### config.mk
export PLATFORM = sky130hd
export DESIGN_NAME = priority_n
export DESIGN_NICKNAME = d
export VERILOG_FILES = /design/src/rtl/priority_n.sv
export SDC_FILE = /design/constraint.sdc
export NUM_CORES = 1
export LEC_CHECK = 0
export CAP_MARGIN = 20
export CORE_AREA = 3 3 40 42
export DETAILED_ROUTE_END_ITERATION = 12
export DIE_AREA = 0 0 43 45
export DONT_BUFFER_PORTS = 1
export PLACE_DENSITY_LB_ADDON = 0.1
export SETUP_SLACK_MARGIN = 0.3
export SYNTH_ARGS = -nofsm -noshare
export SYNTH_HDL_FRONTEND = slang
export SYNTH_SLANG_ARGS = --single-unit
### constraint.sdc
create_clock -name clk -period 0.8 [get_ports clk]
set_input_delay 0.16 -clock clk [delete_from_list [all_inputs] [get_ports clk]]
set_output_delay 0.16 -clock clk [all_outputs]
set_load 0.01 [all_outputs]
### src/rtl/priority_n.sv
// Registered leading-one priority encoder: pa = (index of highest set bit of py) + 1,
// or 0 when py is all zeros; pv flags any bit set. One cycle latency, one result per cycle.
module priority_n #(
  parameter  int WIDTH = 8,
  localparam int PAW   = $clog2(WIDTH + 1)
) (
  input  logic             clk,
  input  logic             rst_n,
  input  logic [WIDTH-1:0] py,
  output logic [PAW-1:0]   pa,
  output logic             pv
);

  logic [PAW-1:0] pa_d, pa_q;
  logic           pv_d, pv_q;

  // Scan low to high so the highest set bit makes the last (winning) assignment;
  // bits below the leading one are overwritten and never reach the result.
  always_comb begin
    pa_d = '0;
    for (int i = 0; i < WIDTH; i++) begin
      if (py[i]) pa_d = PAW'(i + 1);
    end
    pv_d = |py;
  end

  always_ff @(posedge clk or negedge rst_n) begin
    if (!rst_n) begin
      pa_q <= '0;
      pv_q <= 1'b0;
    end else begin
      pa_q <= pa_d;
      pv_q <= pv_d;
    end
  end

  assign pa = pa_q;
  assign pv = pv_q;

endmodule

## After elaboration in Yosys (flattened, before gate mapping)

Index checks and enable logic that the tools add are counted.

| word-level totals | value |
|---|---|
| register bits after elaboration | 5 |
| bits of input ports | 10 |

| operators by class | value |
|---|---|
| multiplexer cells | 8 |
| reduce and logical (&&, ||, !) cells | 1 |

Operator list:

| cell | number |
|---|---|
| 4-bit two-way mux | 6 |
| 8-bit OR reduction | 1 |
| 2-bit two-way mux | 1 |
| 1-bit two-way mux | 1 |

## Logic depth before layout (Yosys ltp)

Gate-level depths: netlist (run 1).

| logic depth | value |
|---|---|
| word-level depth | 8 |
| gate-level depth with buffers | 3 |
| gate-level depth less buffers | 3 |

## Worst setup path after synthesis (run 1)

OpenSTA, ideal clock, no wires.

| path | value |
|---|---|
| path type | input to register |
| start | input port py[4] |
| end | register pv_q, in the netlist pv |
| library setup time | 0.131 ns |
| arrival time | 0.945 ns |
| data required time | 0.669 ns |
| setup slack | -0.276 ns |
| cell stages on the path | 2 |
| cells stage by stage | or4_1 -> or3_1 |

| on the way | value |
|---|---|
| longest elaborated chain between the ends | 1 |

RTL lines:

| what | line | source |
|---|---|---|
| start: declaration | 9 | `input logic [WIDTH-1:0] py,` |
| 8-bit OR reduction | 24 | `pv_d = \|py;` |
| named net pv_d | 15 | `logic pv_d, pv_q;` |
| end signal: assignment | 33 | `pv_q <= pv_d;` |
| end: declaration | 15 |  |

The timed path passes the listed nets, and every way through them passes these cells.

## Worst setup path after layout (run 1)

Ends and elaborated chain as after synthesis.

==> results of run 1 <==
==> timing repair <==
| item | 4_1_cts | 5_1_grt |
|---|---|---|
| endpoints found under the setup margin | 7 | 7 |
| gates resized for setup | 0 | 2 |
| pin swaps | 0 | 1 |
| hold endpoints to repair | 8 | 4 |
==> routing by layer <==
metal | wire length, µm | vias up | global-route usage [%]
met4 | 0 | 0 | 9.036
li1 | - | 77 | -
met1 | 180 | 64 | 5.610
met5 | 0 | - | 0
met3 | 82 | 0 | 3.586
met2 | 193 | 13 | 5.988
==> cell usage in the layout, fill, tap and decap left out, drive strengths merged <==
cell type | synthesis | final
a21oi | 3 | 3
or4 | 1 | 1
clkbuf | 0 | 4
or3 | 2 | 2
nor2 | 3 | 3
o22ai | 1 | 1
dfrtp | 5 | 5
inv | 2 | 2
o21ai | 1 | 1
dlygate4sd3 | 0 | 1
nor4 | 1 | 1
==> power by group <==
part | internal, mW | switching [mW] | leakage [nW]
registers | 0.268 | 0.0115 | 0.0567
logic | 0.0180 | 0.0156 | 0.0349
clock network | 0.188 | 0.0878 | 0.0150
total | 0.473 | 0.115 | 0.107
==> final timing paths <==
kind / start / to / slack (ns) / cells after the start
worst max-delay path: py[4] / pv / -0.08 / 2
min in group asynchronous: rst_n / pa[3] / 0.21 / 1
worst min-delay path: py[7] / pa[3] / -0.05 / 0
max in group asynchronous: rst_n / pv / 0.40 / 1
==> registers in the layout, summed over array words and instances, names as in the netlist <==
register,cells
pv,1
pa,4
==> logic make-up (layout without fill, tap and decap cells) <==
group | Yosys count | count (layout) | share of synthesized area (%)
AO/OA/AOI/OAI | 5 | 5 | 13.37
flip-flops | 5 | 5 | 63.69
AND/OR/NAND/NOR | 7 | 7 | 19.11
buffers and inverters | 2 | 7 | 3.823
==> cell type report <==
cell class              instances  area share (%)
clock buffers                   4           9.767
inverters                       2           2.791
multi-input cells              12           30.23
flip-flops and latches          5           46.51
well taps                      15           6.977
repair buffers                  1           3.721
==> through the flow <==
| stage | std cells | setup TNS (ns) | utilization, % | hold WS [ns] |
|---|---|---|---|---|
| 2_1_floorplan | 19 | -0.2765 | - | -0.1356 |
| 3_3_place_gp | 34 | -0.3358 | 17.23 | -0.1355 |
| 3_5_place_dp | 34 | -0.3403 | 17.23 | -0.1355 |
| 4_1_cts | 39 | -0.07779 | 20.06 | -0.05665 |
| 5_1_grt | 39 | -0.1507 | 20.93 | -0.06942 |
| 6_report | 39 | -0.07614 | 20.93 | -0.04600 |
==> impl_metrics.py, run 1 <==
metrics = {
    "status": {
        "status": "finished with violations",
        "violations": "hold timing, setup timing",
    },
    "yosys": {
        "ys_ff_latch": 5,
        "syn_nets": 29,
        "synth_most_common_cell": "dfrtp_1",
        "syn_area_per_cell_um2": 10.34,
        "yosysWarnings": 0,
        "yosys-top-cells-count": "5 x dfrtp_1, 3 x a21oi_1, 3 x nor2_1",
        "yosysTopAreaCell": "dfrtp_1",
        "synthArstFlopShare_pct": 100.0,
        "yosysUniqueCellTypes": 9,
        "synth.area.top_cells": "dfrtp_1 64%, a21oi_1 7.6%, or3_1 6.4%, nor2_1 5.7%, inv_1 3.8%",
        "synthCells": 19,
        "synth_edf_count": 0,
        "synth_top_area_share_pct": 63.69,
        "synth_area_um2": 196.4,
        "synth_flop_cell": "dfrtp_1",
        "ys_seq_area_share_pct": 63.69,
    },
    "die": {
        "io_pins": 15,
        "die_w_um": 43,
        "die_area_mm2": 0.001935,
        "rows": 13,
        "start_util_pct": 15.29,
        "die_h_um": 45,
        "fp.coreArea_mm2": 0.001285,
    },
    "global_routing": {
        "antenna_found_initial": 0,
        "grt_use_total_pct": 5.602,
        "grt_pass1_wl_um": 662,
        "grt_pass1_vias": 172,
        "grt_max_degree": 6,
        "overflow": 0,
    },
    "layout": {
        "multi_input_area_um2": 81.33,
        "postLayoutCellArea_um2": 269.0,
        "fin_nets": 35,
        "drive_above_1_share_pct": 25.00,
        "regArea_um2": 125.1,
        "num-fill-cells": 143,
        "diodes": 0,
        "area_growth_syn_to_layout_pct": 36.94,
    },
    "clocking": {
        "post_cts_buffers": 0,
        "cts_tree": "built",
        "htreeDepth": 1,
        "cts_hold_buf": 1,
        "clkTransAtPathRegs_ns": 0.04,
        "cts-root-buf": "clkbuf_4",
        "clock_sinks": 5,
        "clk_path_buf_depth": 2,
        "cts_made_buffers": 3,
    },
    "critical_path": {
        "critPathSlowestCell": "or4_1",
        "crit_type": "input pin to flop",
        "worstPathRequired_ns": 0.90,
        "endpoint_kind": "flop",
        "worstPathArrival_ns": 0.98,
        "critPathLaunchType": "input pin",
        "path_buf_inv": 0,
        "slowest_delay_ns": 0.50,
        "worstPathCellList": "or4_1 > or3_1",
        "critPathTopFamily": "simple AND/OR/NAND/NOR gates",
        "crit_path_max_fanout": 4,
    },
    "placed_design": {
        "place_area_um2": 221.5,
        "routabilityCongestion": 0.6363,
        "place_ws_ns": -0.3228,
        "portBuffers": 0,
    },
    "drt": {
        "routedWlPerCell_um": 11.67,
        "via_per_inst": 3.949,
        "drcViolationCount": 0,
        "drt_first_pass_iters": 3,
        "drtAntennaViolNets": 0,
        "drt_iter0_markers": 3,
        "wirelength_um": 455,
        "vias": 154,
    },
    "timing": {
        "hold_ws_ns": -0.04600,
        "period_minus_slack_ns": 0.8761,
        "slew_headroom_pct": 85.35,
        "tightest_slew_ns": 0.2179,
        "final.period_utilization_pct": 109.5,
        "max_freq_ghz": 1.141,
        "rsz0062_at_grt": "true",
        "setup_ws_ns": -0.07614,
        "slew_viol_final": 0,
        "setup_viol": 1,
        "hold_viol": 2,
    },
    "min_path": {
        "hold_path_class": "input pin to flop",
    },
    "pwr": {
        "power_per_cell_area_mw_per_mm2": 2186,
        "finalPower_mw": 0.5881,
        "leakagePower_nw": 0.1067,
        "vdd_drop_max_uv": 301.2,
    },
    "run": {
        "maxCapViolations": 0,
    },
}
(Power assumes the default switching activity.)
==> run 2, diff against run 1 <==
--- a/config.mk
+++ b/config.mk
@@ -11,6 +11,7 @@
 export DIE_AREA = 0 0 43 45
 export DONT_BUFFER_PORTS = 1
 export PLACE_DENSITY_LB_ADDON = 0.1
+export REMOVE_ABC_BUFFERS = 1
 export SETUP_SLACK_MARGIN = 0.3
 export SYNTH_ARGS = -nofsm -noshare
 export SYNTH_HDL_FRONTEND = slang
==> constraint.sdc (replaced) <==
create_clock -name clk -period 1.04 [get_ports clk]
set_input_delay 0.208 -clock clk [delete_from_list [all_inputs] [get_ports clk]]
set_output_delay 0.208 -clock clk [all_outputs]
set_load 0.01 [all_outputs]
==> impl_metrics.py, run 2 (synthesis gave the netlist of run 1 again) <==
metrics = {
    "drt": {
        "vias": 171,
        "drt_iter0_markers": 2,
        "drcViolationCount": 0,
        "drt_first_pass_iters": 2,
        "via_per_inst": 4.275,
        "routedWlPerCell_um": 12.05,
        "drtAntennaViolNets": 0,
        "wirelength_um": 482,
    },
    "layout": {
        "layout_commonest_cell": "dfrtp_1",
        "final_cell_mix": "5 x dfrtp_1, 3 x nor2_1, 3 x a21oi_1, 3 x clkbuf_4",
        "drive_above_1_share_pct": 12.00,
        "area_growth_syn_to_layout_pct": 33.12,
        "largest_reg_flops": 4,
        "final_core_util_pct": 20.35,
        "fin_nets": 36,
        "diodes": 0,
    },
    "clocking": {
        "clock_sinks": 5,
        "cts_tree": "built",
        "cts_made_buffers": 3,
        "htreeDepth": 1,
        "clkTransAtPathRegs_ns": 0.04,
        "post_cts_resized": 0,
        "cts-root-buf": "clkbuf_4",
        "clk_path_buf_depth": 2,
    },
    "die": {
        "io_pins": 15,
        "rows": 13,
        "start_util_pct": 15.29,
        "die_h_um": 45,
        "die_area_mm2": 0.001935,
        "die_w_um": 43,
        "fp.coreArea_mm2": 0.001285,
    },
    "critical_path": {
        "crit_path_max_fanout": 4,
        "worstPathRequired_ns": 1.15,
        "path_buf_inv": 0,
        "crit_type": "input pin to flop",
        "setup.worst_path.start": "py[4]",
        "critPathSlowestCell": "or4_1",
        "endpoint_kind": "flop",
        "critPathTopFamily": "simple AND/OR/NAND/NOR gates",
        "worstPathArrival_ns": 1.03,
        "critPathLaunchType": "input pin",
        "crit_cells": 2,
        "worstPathCellList": "or4_1 > or3_1",
        "slowest_delay_ns": 0.50,
        "cp-endpoint": "pv",
    },
    "global_routing": {
        "grt_use_total_pct": 6.281,
        "overflow": 0,
        "grt_max_degree": 6,
        "antenna_found_initial": 0,
        "grt_pass1_vias": 190,
        "grt_pass1_wl_um": 759,
    },
    "timing": {
        "tightest_slew_ns": 0.2891,
        "setup_tns_ns": 0,
        "max_freq_ghz": 1.088,
        "period_minus_slack_ns": 0.9193,
        "slew_viol_final": 0,
        "final.period_utilization_pct": 88.39,
        "hold_viol": 0,
        "slew_headroom_pct": 80.55,
        "setup_viol": 0,
        "setup_ws_ns": 0.1207,
        "rsz0062_at_grt": "true",
    },
    "placed_design": {
        "portBuffers": 0,
        "place_ws_ns": -0.1273,
        "routabilityCongestion": 0.6298,
    },
    "pwr": {
        "power_per_cell_area_mw_per_mm2": 1746,
        "leakagePower_nw": 0.1066,
        "vdd_drop_max_uv": 345.6,
    },
    "run": {
        "maxCapViolations": 0,
    },
    "min_path": {
        "hold_path_class": "input pin to flop",
    },
    "status": {
        "status": "complete, no violations",
    },
}
run 2: layer usage:
| layer | vias up | global-route usage [%] | part of all wire, % |
|---|---|---|---|
| li1 | 80 | - | - |
| met1 | 68 | 5.392 | 40 |
| met2 | 19 | 6.587 | 31 |
| met3 | 4 | 3.984 | 21 |
| met4 | 0 | 12.65 | 8.7 |
| met5 | - | 0 | 0 |
run 2: layout make-up:
cell class              count  area (µm²)
fillers                   150        1023
clock buffers               4       26.28
inverters                   2       7.507
well taps                  15       18.77
multi-input cells          12       63.81
flip-flops and latches      5       125.1
repair buffers              2       20.02
run 2: worst min-delay path by stage:
stage               start    end  slack [ns]  cells after the start
global route        py[7]  pa[2]        0.02                      1
CTS                 py[7]  pa[2]        0.03                      1
floorplan           rst_n  pa[0]       -0.09                      0
global placement    rst_n  pa[3]       -0.09                      0
detailed placement  rst_n  pa[3]       -0.09                      0
finish              py[7]  pa[2]        0.03                      1
run 2: power breakdown:
group	internal, mW	leakage [nW]	switching [mW]
clock	0.145	0.0150	0.0722
sequential	0.206	0.0567	0.00956
combinational	0.0133	0.0349	0.0112
total	0.364	0.107	0.0929
run 2: metrics by stage:
step / area, µm² / cells / hold WS (ns) / total power, mW
2_1_floorplan: 196.4 / 19 / -0.08759 / 0.2296
3_3_place_gp: 215.2 / 34 / -0.08746 / 0.2337
3_5_place_dp: 215.2 / 34 / -0.08746 / 0.2340
4_1_cts: 261.5 / 40 / 0.02549 / 0.4694
5_1_grt: 261.5 / 40 / 0.02189 / 0.4862
6_report: 261.5 / 40 / 0.03460 / 0.4565
run 2: timing repair:
action / CTS / global route
buffers inserted: 0 / 0
pin swaps: 0 / 0
hold endpoints to repair: 6 / 0
hold buffers: 2 / 0
endpoints found under the setup margin: 6 / 6
